<file path="src/rtl/proc_run_harness_if.sv">
// Run-control bundle between a test driver and proc_run_harness.
// Driver side (master) issues start/abort/core status; harness (slave) reports run state.
interface proc_run_harness_if #(
  parameter int N_CORES = 1,
  parameter int CNT_W   = 16
);
  logic               start;
  logic               abort;
  logic [N_CORES-1:0] core_done;
  logic [N_CORES-1:0] core_ok;
  logic [N_CORES-1:0] core_reset;
  logic               busy;
  logic               finished;
  logic               pass;
  logic               timeout;
  logic [CNT_W-1:0]   cycle_count;
  logic [N_CORES-1:0] done_mask;
  logic [N_CORES-1:0] fail_mask;

  modport master (
    output start, abort, core_done, core_ok,
    input  core_reset, busy, finished, pass, timeout,
    input  cycle_count, done_mask, fail_mask
  );

  modport slave (
    input  start, abort, core_done, core_ok,
    output core_reset, busy, finished, pass, timeout,
    output cycle_count, done_mask, fail_mask
  );
endinterface

</file>
<file path="src/rtl/proc_run_harness.sv">
// Run controller: holds cores in reset, runs them, collects done/ok, reports pass/fail/timeout.
// Ports: clock, reset (async active-low), bus (slave side of proc_run_harness_if).
module proc_run_harness #(
  parameter int N_CORES        = 1,
  parameter int RESET_CYCLES   = 2,
  parameter int TIMEOUT_CYCLES = 8,
  parameter int CNT_W          = 16
) (
  input logic                clock,
  input logic                reset,
  proc_run_harness_if.slave  bus
);
  localparam int HW = (RESET_CYCLES > 1) ? $clog2(RESET_CYCLES) : 1;

  typedef enum logic [1:0] {
    S_IDLE,
    S_HOLD,
    S_RUN,
    S_END
  } state_t;

  state_t             state;
  logic [HW-1:0]      hold;
  logic               rst_core;
  logic               busy;
  logic               finished;
  logic               pass;
  logic               timeout;
  logic [CNT_W-1:0]   cycle_count;
  logic [N_CORES-1:0] done_mask;
  logic [N_CORES-1:0] fail_mask;

  logic [N_CORES-1:0] nxt_done;
  logic [N_CORES-1:0] nxt_fail;
  logic               all_done;
  logic               at_limit;

  // Only the first sighting of a core's done captures its ok bit.
  always_comb begin
    nxt_done = done_mask | bus.core_done;
    nxt_fail = fail_mask |
               (bus.core_done & ~done_mask & ~bus.core_ok);
    all_done = &nxt_done;
    at_limit = (cycle_count == CNT_W'(TIMEOUT_CYCLES - 1));
  end

  always_ff @(posedge clock or negedge reset) begin
    if (!reset) begin
      state       <= S_IDLE;
      hold        <= '0;
      rst_core    <= 1'b1;
      busy        <= 1'b0;
      finished    <= 1'b0;
      pass        <= 1'b0;
      timeout     <= 1'b0;
      cycle_count <= '0;
      done_mask   <= '0;
      fail_mask   <= '0;
    end else begin
      unique case (state)
        S_IDLE, S_END: begin
          if (bus.start) begin
            state       <= S_HOLD;
            hold        <= HW'(RESET_CYCLES - 1);
            rst_core    <= 1'b1;
            busy        <= 1'b1;
            finished    <= 1'b0;
            pass        <= 1'b0;
            timeout     <= 1'b0;
            cycle_count <= '0;
            done_mask   <= '0;
            fail_mask   <= '0;
          end
        end
        S_HOLD: begin
          if (bus.abort) begin
            state    <= S_IDLE;
            busy     <= 1'b0;
            rst_core <= 1'b1;
          end else if (hold == '0) begin
            state    <= S_RUN;
            rst_core <= 1'b0;
          end else begin
            hold <= hold - 1'b1;
          end
        end
        S_RUN: begin
          if (bus.abort) begin
            state       <= S_IDLE;
            busy        <= 1'b0;
            rst_core    <= 1'b1;
            cycle_count <= '0;
            done_mask   <= '0;
            fail_mask   <= '0;
          end else begin
            done_mask <= nxt_done;
            fail_mask <= nxt_fail;
            // Completion beats timeout when both land together.
            if (all_done || at_limit) begin
              state    <= S_END;
              busy     <= 1'b0;
              finished <= 1'b1;
              rst_core <= 1'b1;
              pass     <= all_done && (nxt_fail == '0);
              timeout  <= !all_done;
            end else if (cycle_count != '1) begin
              cycle_count <= cycle_count + 1'b1;
            end
          end
        end
        default: state <= S_IDLE;
      endcase
    end
  end

  assign bus.core_reset  = {N_CORES{rst_core}};
  assign bus.busy        = busy;
  assign bus.finished    = finished;
  assign bus.pass        = pass;
  assign bus.timeout     = timeout;
  assign bus.cycle_count = cycle_count;
  assign bus.done_mask   = done_mask;
  assign bus.fail_mask   = fail_mask;
endmodule

</file>
<file path="src/flat_wrapper.sv">
// flat-port wrapper written by rule: the top's interface ports become plain ports
module proc_run_harness_flat 
#(
  parameter int N_CORES        = 1,
  parameter int RESET_CYCLES   = 2,
  parameter int TIMEOUT_CYCLES = 8,
  parameter int CNT_W          = 16
)
  (clock, reset, bus_start, bus_abort, bus_core_done, bus_core_ok, bus_core_reset, bus_busy, bus_finished, bus_pass, bus_timeout, bus_cycle_count, bus_done_mask, bus_fail_mask);
  proc_run_harness_if #(.N_CORES(N_CORES), .CNT_W(CNT_W)) bus_i ();
  input logic clock;
  input logic reset;
  input wire logic [$bits(bus_i.start)-1:0] bus_start;
  input wire logic [$bits(bus_i.abort)-1:0] bus_abort;
  input wire logic [$bits(bus_i.core_done)-1:0] bus_core_done;
  input wire logic [$bits(bus_i.core_ok)-1:0] bus_core_ok;
  output wire logic [$bits(bus_i.core_reset)-1:0] bus_core_reset;
  output wire logic [$bits(bus_i.busy)-1:0] bus_busy;
  output wire logic [$bits(bus_i.finished)-1:0] bus_finished;
  output wire logic [$bits(bus_i.pass)-1:0] bus_pass;
  output wire logic [$bits(bus_i.timeout)-1:0] bus_timeout;
  output wire logic [$bits(bus_i.cycle_count)-1:0] bus_cycle_count;
  output wire logic [$bits(bus_i.done_mask)-1:0] bus_done_mask;
  output wire logic [$bits(bus_i.fail_mask)-1:0] bus_fail_mask;
  assign bus_i.start = bus_start;
  assign bus_i.abort = bus_abort;
  assign bus_i.core_done = bus_core_done;
  assign bus_i.core_ok = bus_core_ok;
  assign bus_core_reset = bus_i.core_reset;
  assign bus_busy = bus_i.busy;
  assign bus_finished = bus_i.finished;
  assign bus_pass = bus_i.pass;
  assign bus_timeout = bus_i.timeout;
  assign bus_cycle_count = bus_i.cycle_count;
  assign bus_done_mask = bus_i.done_mask;
  assign bus_fail_mask = bus_i.fail_mask;
  proc_run_harness #(.N_CORES(N_CORES), .RESET_CYCLES(RESET_CYCLES), .TIMEOUT_CYCLES(TIMEOUT_CYCLES), .CNT_W(CNT_W)) u_core (.clock(clock), .reset(reset), .bus(bus_i));
endmodule
</file>
<file path="config.mk">
export PLATFORM = sky130hd
export DESIGN_NAME = proc_run_harness_flat
export DESIGN_NICKNAME = d
export VERILOG_FILES = /design/src/rtl/proc_run_harness_if.sv /design/src/rtl/proc_run_harness.sv /design/src/flat_wrapper.sv
export SDC_FILE = /design/constraint.sdc
export NUM_CORES = 1
export LEC_CHECK = 0
export ABC_AREA = 1
export CAP_MARGIN = 20
export CORE_ASPECT_RATIO = 0.8
export CORE_MARGIN = 2
export CORE_UTILIZATION = 57
export CTS_CLUSTER_SIZE = 28
export DETAILED_ROUTE_END_ITERATION = 10
export PLACE_DENSITY = 0.89
export SYNTH_ARGS = -nofsm -noshare
export SYNTH_HDL_FRONTEND = slang
export SYNTH_SLANG_ARGS = --single-unit
</file>
<file path="constraint.sdc">
create_clock -name clock -period 2.5 [get_ports clock]
set_input_delay 0.375 -clock clock [delete_from_list [all_inputs] [get_ports clock]]
set_output_delay 0.375 -clock clock [all_outputs]
set_load 0.01 [all_outputs]
</file>
# [Word-level counts from Yosys, hierarchy flattened]
# Index checks and enable logic that the tools add are counted.
[classes] n_bitwise=7 n_eq_ne=14 mux=37 n_reduce_logical=13 addsub=2
[ops] op="16-bit 2-to-1 mux" count=4
[ops] op="16-bit case mux with 2 select lines" count=1
[ops] op="1-bit 2-to-1 mux" count=18
[ops] op="16-bit by 1-bit adder with 16-bit output, second input constant" count=1
[ops] op="16-bit by 3-bit == test with 1-bit output, second input constant" count=1
[ops] op="16-bit != test, second input constant" count=1
[ops] op="1-bit case mux with 2 select lines" count=6
[ops] op="2-bit 2-to-1 mux" count=5
[ops] op="3-bit AND reduction" count=3
[ops] op="2-bit != test, second input constant" count=4
[ops] op="4-bit AND reduction" count=2
[ops] op="3-bit by 2-bit != test with 1-bit output, second input constant" count=2
[ops] op="3-bit != test, second input constant" count=2
[ops] op="1-bit case mux with 3 select lines" count=2
[ops] op="2-bit case mux with 3 select lines" count=1
[ops] op="2-bit == test, second input constant" count=2
[ops] op="2-bit nonzero test" count=2
[ops] op="1-bit inverter" count=3
[ops] op="1-bit AND" count=2
[ops] op="2-bit by 1-bit == test with 1-bit output, second input constant" count=1
[ops] op="2-bit zero test" count=1
[ops] op="2-bit by 1-bit != test with 1-bit output, second input constant" count=1
[ops] op="1-bit OR" count=2
[ops] op="2-bit AND reduction" count=1
[ops] op="other kinds (5)" count=5
[totals] regBits=26 wordCells=83 output_inout_bits=23 in_bits=6

# [Logic depth before layout (Yosys ltp)]
[logic_depth] ltp_word=9 ltp_mapped=12 ltp_nobuf=11

# [Least setup slack after synthesis]
# Ideal clock, no wire load.
[synth_path] path_kind="reg2reg" from="reg u_core.state[0]" to="reg u_core.cycle_count[8] (netlist: u_core.bus.cycle_count[8])" synth_period_minus_slack_ps=1667 t_required_ps=2383 path_stages_with_launch=10 setup_slack_ps=833 setup_time_ps=117 arrival_ps=1550 path_buffers=1 path_cell_list="dfrtp_1 inv_1 ha_1 inv_1 nor2_1 a21oi_2 nand3_2 buf_6 nand2_1 nand2_1"
[synth_between] elab_chain_cells=4 word_cells_on_any_way=10 cone_classes="eq/ne: 5; mux: 1; reduce/logical: 4"
[synth_rtl] element="start, declared" line="proc_run_harness.sv:22" rtl="state_t state;"
[synth_rtl] element="start signal, assigned" line="proc_run_harness.sv:49" rtl="state <= S_IDLE;"
[synth_rtl] element="start signal, assigned" line="proc_run_harness.sv:63" rtl="state <= S_HOLD;"
[synth_rtl] element="start signal, assigned" line="proc_run_harness.sv:77" rtl="state <= S_IDLE;"
[synth_rtl] element="2-bit == test / 2-bit zero test (equally long branches)" line="proc_run_harness.sv:60" rtl="unique case (state)"
[synth_rtl] element="2-bit OR reduction" line="proc_run_harness.sv:60"
[synth_rtl] element="2-bit != test (no source line) / 2-bit nonzero test (equally long branches)"
[synth_rtl] element="4-bit AND reduction (no source line)"
[synth_rtl] element="end signal, assigned" line="proc_run_harness.sv:107" rtl="cycle_count <= cycle_count + 1'b1;"
[synth_rtl] element="end, declared" line="proc_run_harness.sv:29" rtl="logic [CNT_W-1:0] cycle_count;"
# Parallel ways exist; a longest one is shown, timed or not.
# A chain may end at the register's enable or synchronous reset.

# [Worst setup path after layout]
[layout_path] from="reg u_core.state[0]" to="reg u_core.fail_mask (netlist: u_core.bus.fail_mask)"
[layout_between] elab_chain_cells=4 word_cells_on_any_way=8 cone_classes="eq/ne: 3; mux: 1; reduce/logical: 4"
[layout_rtl] element="2-bit == test / 2-bit zero test (equally long branches)" line="proc_run_harness.sv:60"
[layout_rtl] element="2-bit OR reduction" line="proc_run_harness.sv:60"
[layout_rtl] element="2-bit != test (no source line) / 2-bit nonzero test (equally long branches)"
[layout_rtl] element="2-bit AND reduction (no source line)"
[layout_rtl] element="end signal, assigned" line="proc_run_harness.sv:97" rtl="fail_mask <= nxt_fail;"
[layout_rtl] element="end, declared" line="proc_run_harness.sv:31" rtl="logic [N_CORES-1:0] fail_mask;"
# Parallel ways exist; a longest one is shown, timed or not.

==> flow_summary.yaml <==
worst_setup_path:
  start_kind: "flip-flop"
  arrival_ns: 2.18
  cp_max_fo: 11
  slowest_delay_ns: 0.41
  cp.required_ns: 2.71
  crit_type: "flip-flop to flip-flop"
  endpoint_kind: "flip-flop"
  critPathSlowestCell: "dfrtp_1"
  crit_top_cell: "inv_1"
  crit_path_cell_trace: "inv_1 -> ha_1 -> inv_2 -> nor2_2 -> inv_2 -> nor2_1 -> inv_1 -> o21ai_0 -> nand2_1 -> inv_1"
timing:
  fmax_mhz: 508
  setup_tns_ns: 0
  finalSetupViolations: 0
  min_period_ns: 1.97
  skew_ns: 0.00829
  rsz0062_at_grt: "false"
  tightest_slew_ns: 0.450
  drv_slew: 0
  hold_viol_final: 0
  period_share_pct: 78.8
  slew_headroom_pct: 70.0
grt:
  antenna_found_initial: 0
  grt_pass1_wl_mm: 6.64
  first_global_vias: 1430
  grt-ovfl-total: 0
  grt.total_usage_pct: 25.4
  grt_max_degree: 27
finish:
  fill_cells: 232
  layout-drive-gt1-share_pct: 8.93
  fin_nets: 290
  antenna_cells: 0
  syn_to_final_growth_pct: 22.2
  finalInstanceArea_um2: 2070
clock_network:
  cts_tree: "yes"
  path_clk_slew_ns: 0.09
  cts_inserted_buffers: 3
  cts_sinks: 26
  htreeDepth: 1
  worst_skew_pair.late_latency_ns: 0.27
  ctsResizeCount: 0
  postCtsHoldBufs: 0
  cts-root-buf: "clkbuf_8"
  cts_setup_buffers: 0
  cts_buffer_depth: 2
yosys:
  yosys_warnings: 0
  syn_area_um2: 1690
  synth_cell_types: 26
  syn_inst: 250
  ys_seq_area_share_pct: 38.5
  yosys.area.top_type: "dfrtp_1"
  synthTopCellsByArea: "dfrtp_1 (37%), nand2_1 (18%), nor2_1 (8.9%)"
  synth_seq_cells: 26
  yosysTopAreaCellShare_pct: 37.0
  syn_area_per_cell_um2: 6.77
  synthesis.nets: 259
floorplan:
  num_rows: 17
  die-area_um2: 3420
  core_um2: 2790
  pin_count: 29
  die_x_um: 64.9
  start_util_pct: 60.7
  fp.dieH_um: 52.7
routing:
  viasPerCell: 5.28
  wl_per_cell_um: 12.4
  dr.pass1.iters: 5
  finalWirelength_mm: 3.95
  vias: 1680
  post-route-drc-count: 0
  drt_iter0_drc: 144
  ant_nets: 0
pwr:
  power_density_nw_per_um2: 724
  worst_ir_drop_vdd_mv: 0.674
  power.leakage_nw: 0.919
run_status:
  status: "complete, no violations"
job:
  maxCapViolations: 0
placement:
  hpwl_mm: 2.75
  portBuffers: 28
  place.gp.congestion: 0.967
  post_dp_cell_area_um2: 2000
worst_hold_path:
  hp-class: "primary input to async pin"
-- power by group --
group | switching [W] | internal, W | total (W)
clock | 0.000134 | 0.000214 | 0.000348
combinational | 0.000415 | 0.000215 | 0.000630
sequential | 0.0000333 | 0.000484 | 0.000518
total | 0.000582 | 0.000914 | 0.00150
-- cell usage after synthesis (all sizes together) --
library cell and number:
nand2 86, nor2 45, nand3 28, inv 26, dfrtp 25, o21ai 11
a21oi 6, nand4 6, buf 5, ha 3, xor2 3, dfstp 1
mux2 1, nor3 1, o21a 1, o21bai 1, o31ai 1
-- registers in the layout, indices dropped and copies added, names as in the netlist --
signal / count
u_core.bus.fail_mask: 1
u_core.bus.finished: 1
u_core.hold: 1
u_core.bus.busy: 1
u_core.bus.done_mask: 1
u_core.state: 2
u_core.bus.pass: 1
u_core.bus.timeout: 1
u_core.bus.core_reset: 1
u_core.bus.cycle_count: 16
-- worst max-delay path, delay by kind of cell (launching register included) --
family	cells	cell delay, ns
flip-flops	1	0.41
buffers and inverters	5	0.50
AO/OA/AOI/OAI	1	0.07
adder cells (fa/ha/maj)	1	0.24
AND/OR/NAND/NOR	3	0.68
-- final cells by class --
| class | instances | area (µm²) | area share [%] |
|---|---|---|---|
| multi-input cells | 193 | 896 | 43.3 |
| repair buffers | 31 | 303 | 14.6 |
| clock inverters | 1 | 30.0 | 1.45 |
| flip-flops and latches | 26 | 652 | 31.5 |
| inverters | 26 | 97.6 | 4.72 |
| well taps | 38 | 47.5 | 2.30 |
| clock buffers | 3 | 41.3 | 2.00 |
-- cell usage in the layout (no fill, tap or decap) --
cell	n
nor3_1	1
nand4_1	6
clkbuf_8	3
o21bai_1	1
dfstp_2	1
ha_1	3
dfrtp_1	25
nor2_1	40
nand3_1	27
inv_2	6
nor2_2	3
a21oi_2	1
nor2_4	2
o21ai_0	3
mux2_2	1
a21oi_1	5
o31ai_1	1
xor2_1	3
o21ai_1	8
nand2_1	83
nand2_2	3
inv_1	20
buf_4	3
o21a_1	1
nand3_2	1
bufinv_16	1
clkdlybuf4s50_1	28
-- final timing paths --
kind,depth (start not counted),slack (ns),startpoint,to
setup / recovery,10,0.53,u_core.state[0],u_core.bus.fail_mask
min in group clock,2,0.47,u_core.bus.core_reset,u_core.bus.core_reset
setup reg to reg,10,0.53,u_core.state[0],u_core.bus.fail_mask
hold / removal,2,0.46,reset,u_core.bus.cycle_count[15]
hold reg to reg,2,0.47,u_core.bus.core_reset,u_core.bus.core_reset
max in group asynchronous,2,1.74,reset,u_core.bus.core_reset
-- layer usage --
| metal | vias to the layer above | track usage, % | routed length (µm) |
|---|---|---|---|
| li1 | 861 | - | - |
| met1 | 737 | 37.7 | 1920 |
| met2 | 80 | 37.8 | 1690 |
| met3 | 2 | 5.16 | 321 |
| met4 | 0 | 6.03 | 20 |
| met5 | - | 0 | 0 |
-- logic make-up after synthesis --
family	share of synthesized area, %
XOR/XNOR	1.55
AND/OR/NAND/NOR	41.9
flip-flops	38.5
AO/OA/AOI/OAI	6.58
multiplexers	0.666
buffers and inverters	8.51
adder cells (fa/ha/maj)	2.22
-- per-stage QoR --
| stage | hold WS, ns | setup WS, ns | instances | utilization [%] | total power [W] |
|---|---|---|---|---|---|
| 6_report | 0.461 | 0.530 | 318 | 74.2 | 0.00150 |
| 5_1_grt | 0.494 | 0.285 | 318 | 74.2 | 0.00161 |
| 4_1_cts | 0.471 | 0.540 | 318 | 74.2 | 0.00151 |
| 3_5_place_dp | 0.460 | 0.527 | 314 | 71.6 | 0.00115 |
| 3_3_place_gp | 0.455 | 0.568 | 314 | 71.6 | 0.00114 |
| 2_1_floorplan | 0.0794 | 0.833 | 250 | - | 0.000982 |
(Power assumes the default switching activity.)
